File: src/rtl/visualizer_pkg.sv
// Shared types and widths for the audio-to-spectrum visualizer path.
package visualizer_pkg;

    localparam int SAMPLE_W    = 18;   // width of one deserialized audio sample
    localparam int NUM_TAPS    = 16;   // taps in the sample window t0..t15
    localparam int OVR_CNT_W   = 8;    // dropped-frame counter width
    localparam int SAMP_CNT_W  = 8;    // covers FRAME_LEN up to 255
    localparam int FRAME_CNT_W = 16;   // delivered-frame counter width
    localparam int WD_CNT_W    = 16;   // watchdog cycle counter width

    typedef enum logic [2:0] {
        FILL,
        SNAP,
        REQ,
        WAIT_DONE,
        PRESENT
    } sched_state_t;

    // Increment that sticks at all-ones instead of wrapping.
    function automatic logic [OVR_CNT_W-1:0] sat_inc(input logic [OVR_CNT_W-1:0] value);
        return (&value) ? value : value + OVR_CNT_W'(1);
    endfunction

endpackage

File: src/rtl/fft_frame_scheduler_if.sv
// Handshake bundle between the frame scheduler and the snapshot
// registers, the FFT core and the display stage.
interface fft_frame_scheduler_if;

    logic snap_en;      // latch t0..t15 into the FFT input registers
    logic fft_start;    // frame valid towards the FFT
    logic fft_ready;    // FFT accepts the frame
    logic fft_done;     // FFT result available (one-cycle pulse)
    logic frame_valid;  // spectrum valid towards the display
    logic disp_ready;   // display accepts the spectrum

    // Scheduler side.
    modport master (
        output snap_en, fft_start, frame_valid,
        input  fft_ready, fft_done, disp_ready
    );

    // FFT / display side.
    modport slave (
        input  snap_en, fft_start, frame_valid,
        output fft_ready, fft_done, disp_ready
    );

endinterface

File: src/rtl/fft_frame_scheduler_hop_counter.sv
// Sample-strobe counter: counts new_t strobes towards FRAME_LEN before the
// first frame and towards HOP afterwards, and flags the strobe that
// completes a window.
module hop_counter
    import visualizer_pkg::*;
#(
    parameter int FRAME_LEN = 16,
    parameter int HOP       = 16
) (
    input  logic clk,
    input  logic reset,   // asynchronous, active low
    input  logic clear,   // abort: drop the partial window and de-prime
    input  logic new_t,   // one new sample entered the window this edge
    input  logic arm,     // scheduler is idle, so a completed window becomes a frame
    output logic hit      // this strobe completes the current target
);

    logic [SAMP_CNT_W-1:0] samp_cnt;
    logic                  primed;
    logic [SAMP_CNT_W-1:0] target_m1;

    assign target_m1 = primed ? SAMP_CNT_W'(HOP - 1) : SAMP_CNT_W'(FRAME_LEN - 1);
    assign hit       = new_t & ~clear & (samp_cnt == target_m1);

    // Count strobes; restart the window on every hit, prime on the first frame.
    // NOTE: state registers use non-blocking assignments so every flop samples pre-edge values.
    always_ff @(posedge clk or negedge reset) begin
        if (!reset) begin
            samp_cnt <= '0;
            primed   <= 1'b0;
        end else if (clear) begin
            samp_cnt <= '0;
            primed   <= 1'b0;
        end else if (new_t) begin
            if (hit) begin
                samp_cnt <= '0;
                if (arm) begin
                    primed <= 1'b1;
                end
            end else begin
                samp_cnt <= samp_cnt + SAMP_CNT_W'(1);
            end
        end
    end

endmodule

File: src/rtl/fft_frame_scheduler.sv
// Frame scheduler between the mic deserializer, the FFT core and the
// bar-graph renderer: snapshots complete sample windows, hands them to the
// FFT, presents the result and counts delivered and dropped frames.
// Optional watchdog on WAIT_DONE: define FFT_SCHED_WATCHDOG_EN.
module fft_frame_scheduler
    import visualizer_pkg::*;
#(
    parameter int FRAME_LEN = 16,
    parameter int HOP       = 16
`ifdef FFT_SCHED_WATCHDOG_EN
    ,
    parameter int TIMEOUT   = 4096
`endif
) (
    input  logic                    clk,
    input  logic                    reset,   // asynchronous, active low
    input  logic                    run,
    input  logic                    new_t,
    fft_frame_scheduler_if.master   link,
    output logic                    overrun,
    output logic [OVR_CNT_W-1:0]    overrun_cnt,
    output logic [FRAME_CNT_W-1:0]  frame_cnt,
    output logic                    timeout_err
);

    sched_state_t state;
    sched_state_t state_next;
    logic         hit;
    logic         wd_fire;

    hop_counter #(
        .FRAME_LEN (FRAME_LEN),
        .HOP       (HOP)
    ) u_hop_counter (
        .clk   (clk),
        .reset (reset),
        .clear (!run),
        .new_t (new_t),
        .arm   (state == FILL),
        .hit   (hit)
    );

    // Handshake outputs are decoded straight from the registered state.
    assign link.snap_en     = (state == SNAP);
    assign link.fft_start   = (state == REQ);
    assign link.frame_valid = (state == PRESENT);

    // State register.
    always_ff @(posedge clk or negedge reset) begin
        if (!reset) begin
            state <= FILL;
        end else begin
            state <= state_next;
        end
    end

    // Next-state logic; run=0 overrides every transition.
    // NOTE: holding the current state as the default keeps this block free of latches.
    always_comb begin
        state_next = state;
        if (!run) begin
            state_next = FILL;
        end else begin
            case (state)
                FILL:      if (hit)             state_next = SNAP;
                SNAP:                           state_next = REQ;
                REQ:       if (link.fft_ready)  state_next = WAIT_DONE;
                WAIT_DONE: begin
                    if (link.fft_done)          state_next = PRESENT;
                    else if (wd_fire)           state_next = FILL;
                end
                PRESENT:   if (link.disp_ready) state_next = FILL;
                default:                        state_next = FILL;
            endcase
        end
    end

    // Frame statistics: a window completing outside FILL is dropped.
    always_ff @(posedge clk or negedge reset) begin
        if (!reset) begin
            overrun     <= 1'b0;
            overrun_cnt <= '0;
            frame_cnt   <= '0;
        end else begin
            overrun <= hit && (state != FILL);
            if (hit && (state != FILL)) begin
                overrun_cnt <= sat_inc(overrun_cnt);
            end
            if (run && (state == PRESENT) && link.disp_ready) begin
                frame_cnt <= frame_cnt + FRAME_CNT_W'(1);
            end
        end
    end

`ifdef FFT_SCHED_WATCHDOG_EN
    logic [WD_CNT_W-1:0] wd_cnt;

    // A done pulse in the final cycle still wins over the timeout.
    assign wd_fire = (state == WAIT_DONE) && !link.fft_done &&
                     (wd_cnt == WD_CNT_W'(TIMEOUT - 1));

    // Cycles spent in WAIT_DONE; restarts on every entry.
    always_ff @(posedge clk or negedge reset) begin
        if (!reset) begin
            wd_cnt <= '0;
        end else if (state == WAIT_DONE) begin
            wd_cnt <= wd_cnt + WD_CNT_W'(1);
        end else begin
            wd_cnt <= '0;
        end
    end

    // Sticky timeout flag, cleared only by reset.
    always_ff @(posedge clk or negedge reset) begin
        if (!reset) begin
            timeout_err <= 1'b0;
        end else if (run && wd_fire) begin
            timeout_err <= 1'b1;
        end
    end
`else
    assign wd_fire     = 1'b0;
    assign timeout_err = 1'b0;
`endif

endmodule
File: src/flat_wrapper.sv
// flat-port wrapper written by rule: the top's interface ports become plain ports
module fft_frame_scheduler_flat import visualizer_pkg::*;
#(
    parameter int FRAME_LEN = 16,
    parameter int HOP       = 16

)
  (clk, reset, run, new_t, overrun, overrun_cnt, frame_cnt, timeout_err, link_snap_en, link_fft_start, link_frame_valid, link_fft_ready, link_fft_done, link_disp_ready);
  fft_frame_scheduler_if link_i ();
  input  logic clk;
  input  logic reset;
  input  logic run;
  input  logic new_t;
  output logic overrun;
  output logic [OVR_CNT_W-1:0] overrun_cnt;
  output logic [FRAME_CNT_W-1:0] frame_cnt;
  output logic timeout_err;
  output wire logic [$bits(link_i.snap_en)-1:0] link_snap_en;
  output wire logic [$bits(link_i.fft_start)-1:0] link_fft_start;
  output wire logic [$bits(link_i.frame_valid)-1:0] link_frame_valid;
  input wire logic [$bits(link_i.fft_ready)-1:0] link_fft_ready;
  input wire logic [$bits(link_i.fft_done)-1:0] link_fft_done;
  input wire logic [$bits(link_i.disp_ready)-1:0] link_disp_ready;
  assign link_snap_en = link_i.snap_en;
  assign link_fft_start = link_i.fft_start;
  assign link_frame_valid = link_i.frame_valid;
  assign link_i.fft_ready = link_fft_ready;
  assign link_i.fft_done = link_fft_done;
  assign link_i.disp_ready = link_disp_ready;
  fft_frame_scheduler #(.FRAME_LEN(FRAME_LEN), .HOP(HOP)) u_core (.clk(clk), .reset(reset), .run(run), .new_t(new_t), .link(link_i), .overrun(overrun), .overrun_cnt(overrun_cnt), .frame_cnt(frame_cnt), .timeout_err(timeout_err));
endmodule
File: config.mk
export PLATFORM = sky130hd
export DESIGN_NAME = fft_frame_scheduler_flat
export DESIGN_NICKNAME = d
export VERILOG_FILES = /design/src/rtl/visualizer_pkg.sv /design/src/rtl/fft_frame_scheduler_if.sv /design/src/rtl/fft_frame_scheduler_hop_counter.sv /design/src/rtl/fft_frame_scheduler.sv /design/src/flat_wrapper.sv
export SDC_FILE = /design/constraint.sdc
export NUM_CORES = 1
export LEC_CHECK = 0
export CAP_MARGIN = 20
export CORE_MARGIN = 1.5
export CORE_UTILIZATION = 40
export CTS_BUF_LIST = sky130_fd_sc_hd__clkbuf_8
export DETAILED_ROUTE_END_ITERATION = 16
export SETUP_SLACK_MARGIN = 0.2
export SYNTH_ARGS = -nofsm -noshare
export SYNTH_HDL_FRONTEND = slang
export SYNTH_SLANG_ARGS = --single-unit
export TNS_END_PERCENT = 20
File: constraint.sdc
create_clock -name clk -period 2.5 [get_ports clk]
set_input_delay 0.25 -clock clk [delete_from_list [all_inputs] [get_ports clk]]
set_output_delay 0.25 -clock clk [all_outputs]
set_load 0.1 [all_outputs]
# After elaboration in Yosys (flattened, before gate mapping)
# Index checks and enable logic that the tools add are counted.
[totals] ff_bits=36 latch_bits=0 ramBits=0 mem_bits_ro=0 inputBits=7 out_inout_bits=29 wordCells=38 n_memories=0
[classes] add_sub_neg=3 n_mul=0 div=0 order_cmp=0 eq_ne=10 n_shift=0 n_mux=9 n_bitwise=3 n_reduce_logical=8
[ops] operator="$mux W8" n=3
[ops] operator="$add A16 B1 Y16 const B" n=1
[ops] operator="$add A8 B1 Y8 const B" n=2
[ops] operator="$mux W3" n=5
[ops] operator="$pmux W3 S5" n=1
[ops] operator="$ne A3 B2 Y1 const B" n=3
[ops] operator="$eq A8 B4 Y1 const B" n=1
[ops] operator="$reduce_and A8 Y1" n=1
[ops] operator="$eq A3 B2 Y1 const B" n=2
[ops] operator="$reduce_and A4 Y1" n=1
[ops] operator="$eq A3 B1 Y1 const B" n=1
[ops] operator="$eq A3 B3 Y1 const B" n=1
[ops] operator="$logic_and A1 B1 Y1" n=3
[ops] operator="$logic_not A3 Y1" n=1
[ops] operator="$ne A3 B3 Y1 const B" n=1
[ops] operator="$reduce_bool A3 Y1" n=1
[ops] operator="$and A1 B1 Y1" n=2
[ops] operator="$ne A2 B1 Y1 const B" n=1
[ops] operator="$reduce_and A2 Y1" n=1
[ops] operator="$not A1 Y1" n=1

# Longest topological paths before layout
[logic_depth] depth_word=5 mapped_depth=7 depth_no_buf=6

# By module
# From an unflattened synthesis, not the netlist that was laid out.
[unflattened] cells_unflattened=171 area_unflattened_um2=1818.0
[by_module_without_submodules] mod="fft_frame_scheduler" instances=1 cells_each=119 area_each_um2=1358.8 seq_area_each_um2=700.7
[by_module_without_submodules] mod="hop_counter" instances=1 cells_each=52 area_each_um2=459.2 seq_area_each_um2=200.2

# Worst setup path before layout
# No wires, ideal clock.
[synth_path] path_type="register to output" start="reg u_core.state[1]" end="out link_fft_start" t_arrival_ns=2.765 t_required_ns=2.250 slack_ns=-0.515 stages_incl_launch_ff=3 cell_sequence="dfrtp_1 > clkbuf_1 > nor3b_1"
[synth_between] elab_chain_len=1
[synth_lines] element="start, declared" line="fft_frame_scheduler.sv:26" rtl="sched_state_t state;"
[synth_lines] element="start signal, assigned" line="fft_frame_scheduler.sv:53" rtl="state <= state_next;"
[synth_lines] element="$eq A3 B2 Y1" line="fft_frame_scheduler.sv:45" rtl="assign link.fft_start = (state == REQ);"
[synth_lines] element="end, declared" line="flat_wrapper.sv:19" rtl="output wire logic [$bits(link_i.fft_start)-1:0] link_fft_start;"
# Every way passes these cells.

# Worst setup path in the final report
[layout_path] start="reg u_core.u_hop_counter.samp_cnt[5]" end="reg u_core.overrun_cnt[1]"
[layout_between] elab_chain_len=4
[layout_lines] element="start, declared" line="fft_frame_scheduler_hop_counter.sv:18" rtl="logic [SAMP_CNT_W-1:0] samp_cnt;"
[layout_lines] element="start signal, assigned" line="fft_frame_scheduler_hop_counter.sv:41" rtl="samp_cnt <= samp_cnt + SAMP_CNT_W'(1);"
[layout_lines] element="$eq A8 B4 Y1" line="fft_frame_scheduler_hop_counter.sv:23" rtl="assign hit = new_t & ~clear & (samp_cnt == target_m1);"
[layout_lines] element="$and A1 B1 Y1" line="fft_frame_scheduler_hop_counter.sv:23"
[layout_lines] element="$logic_and A1 B1 Y1" line="fft_frame_scheduler.sv:86" rtl="if (hit && (state != FILL)) begin"
[layout_lines] element="$reduce_and A2 Y1 (no line)"
[layout_lines] element="end signal, assigned" line="fft_frame_scheduler.sv:87" rtl="overrun_cnt <= sat_inc(overrun_cnt);"
[layout_lines] element="end, declared" line="fft_frame_scheduler.sv:21" rtl="output logic [OVR_CNT_W-1:0] overrun_cnt,"
# Every way passes these cells.
# A chain may end at the register's enable or synchronous reset.

==> results.toml <==
[status]
outcome = "completed"

[clock_network]
cts_setup_buffers = 0
h-tree-depth = 2
clock-sinks = 36
cts_inserted_buffers = 5
tritoncts = "yes"
path_clk_slew_ns = 0.07
hold_buffers = 0
cts-root-buf = "clkbuf_8"
cts_resized = 0
clk_latency_ns = 0.28
cts.path.max_buffers = 2

[pwr]
power_w = 0.00110
p_int_w = 0.000833
power_frac_comb = 0.079
p_per_area_mw_per_mm2 = 499
pwr-share-seq = 0.543
switching_share = 0.244
total_leakage_power_nw = 1.09
p_switching_w = 0.000269
pwr-share-clk = 0.378
peakVddDrop_v = 0.000279

[sta]
max_freq_mhz = 475
final.setup_skew_ns = 0.00610
hold_viol = 0
whs_ns = 0.381
period_minus_slack_ns = 2.11
drv_slew = 0
setup_viol = 0
rsz0062_at_grt = "false"
fin_crit_sh = 0.842
worst_slack_ns = 0.394

[detailed_routing]
viasPerCell = 5.21
drcViolationCount = 0
vias = 1365
drt-pass1-iter-count = 4
ant_nets = 0
finalWirelength_um = 3540
drt-initial-drc-count = 56
wire_per_inst_um = 13.5

[grt]
grt_antenna_before_repair = 0
grt.overflow.total = 0
grt_pass1_vias = 1354
grt_pass1_wl_um = 6240
grt.total_usage = 0.160
grt_start_max_net_pins = 37

[synthesis]
synthTopCellsByArea = "dfrtp_1, xnor2_1, xor2_1"
synth_area_leader_cell = "dfrtp_1"
netlist.area_leader.share = 0.508
syn-num-nets = 179
ys_async_sr_fraction = 1.00
syn_inst = 169
synth_common_cells = "dfrtp_1, nand2_1, nand3_1, xnor2_1, xor2_1"
yosysSeqAreaShare = 0.508
ys.warnings.count = 0
synth.most_common_cell = "dfrtp_1"
netlist_area_mm2 = 0.00177
ys_types = 42
synth_edf_count = 0
yosys_most_used_dff = "dfrtp_1"
syn_avg_cell_area_um2 = 10.5
ys_ff_latch = 36

[critical_path]
cp_max_fo = 7
cp-start-kind = "register"
worstPathCellList = "or3_4, or4_4, nor2_1, mux2_1"
critPathTopFamily = "simple AND/OR/NAND/NOR gates"
path_depth = 4
startpoint = "u_core.u_hop_counter.samp_cnt[5]"
worst-path-buf-inv = 0
endpoint_kind = "register"
max_stage_delay_ns = 0.61
worstPathRequired_ns = 2.67
cp.arrival_ns = 2.27
cpMaxStageDelayCell = "or4_4"
critPathKind = "reg -> reg"
timing.rr.start = "u_core.u_hop_counter.samp_cnt[5]"
reg2reg_depth = 4

[floorplan]
die_h_um = 69.6
die_area_mm2 = 0.00484
initial_core_util = 0.410
num_rows = 24
ios = 36
coreArea_mm2 = 0.00432
die_w_um = 69.6

[hold_path]
min_path_type = "in -> async"

[job]
drv_cap = 0

[place]
portBuffers = 34
dpl.hpwl_um = 2600
gp_congestion = 0.822
place_ws_ns = 0.377

[final_layout]
areaGrowthSynthToFinish_pct = 24.6
nets = 219
diodes = 0
drive_gt1_frac = 0.233
## sequential cells by signal, summed over array words and instances, names as in the netlist
register	count
u_core.overrun_cnt	8
u_core.overrun	1
u_core.u_hop_counter.samp_cnt	8
u_core.frame_cnt	16
u_core.state	3
## per-stage QoR
stage | instance area (um^2) | TNS [ns] | instances | utilization
final | 2210 | 0 | 262 | 0.511
after global routing | 2210 | 0 | 262 | 0.511
after CTS | 2210 | 0 | 262 | 0.511
after detailed placement | 2120 | 0 | 254 | 0.490
after global placement | 2120 | 0 | 254 | 0.490
after floorplan | 1780 | -0.501 | 169 | -
## cells in the final DEF (no fill, tap or decap), types with 3 or more instances in the layout
master           count
buf_4               33
o21ai_0              3
clkbuf_8             6
nand3_1             11
xor2_1              11
ha_1                 3
nand2_1             19
nor3_1               7
and3_1               4
a21oi_1              3
nor2_1               5
dfrtp_1             36
and2_1               3
nand4_1              7
nor2b_1              4
xnor2_1             11
clkdlybuf4s50_1      6
## area by class of cell
cell class | instances | area, um^2
Sequential cell | 36 | 901
Tap cell | 52 | 65.1
Clock inverter | 2 | 10.0
Fill cell | 417 | 2110
Clock buffer | 6 | 82.6
Inverter | 4 | 15.0
Multi-Input combinational cell | 123 | 830
Timing Repair Buffer | 39 | 308
## power by group through the flow
| stage | clock network [W] | registers [W] | logic (W) |
|---|---|---|---|
| after floorplan | 0 | 0.000637 | 0.0000230 |
| after global placement | 0 | 0.000608 | 0.0000875 |
| after detailed placement | 0 | 0.000609 | 0.0000885 |
| after CTS | 0.000437 | 0.000598 | 0.0000886 |
| after global routing | 0.000470 | 0.000599 | 0.0000934 |
| final | 0.000417 | 0.000598 | 0.0000870 |
## per-layer routing
| layer | vias up | wire length, um | GRT usage |
|---|---|---|---|
| met2 | 32 | 1710 | 0.256 |
| met5 | - | 0 | 0 |
| met1 | 657 | 1620 | 0.209 |
| met4 | 0 | 44 | 0.0588 |
| li1 | 671 | - | - |
| met3 | 5 | 162 | 0.0392 |
## final timing paths
path,endpoint,slack [ns]
max in group asynchronous,u_core.frame_cnt[1],1.79
worst min register to register,u_core.frame_cnt[15],0.48
worst min-delay path,u_core.overrun_cnt[2],0.38
worst max register to register,u_core.overrun_cnt[1],0.39
worst max-delay path,u_core.overrun_cnt[1],0.39
min in group clk,u_core.frame_cnt[15],0.48
## logic make-up after synthesis
logic type	count (synthesis)	share of synthesized area
AO/OA/AOI/OAI	16	0.0606
XOR/XNOR	22	0.109
adder cells (fa/ha/maj)	3	0.0212
buffers and inverters	10	0.0275
flip-flops	36	0.508
multiplexers	3	0.0176
other	1	0.00211
AND/OR/NAND/NOR	78	0.255
(Power assumes the default switching activity.)
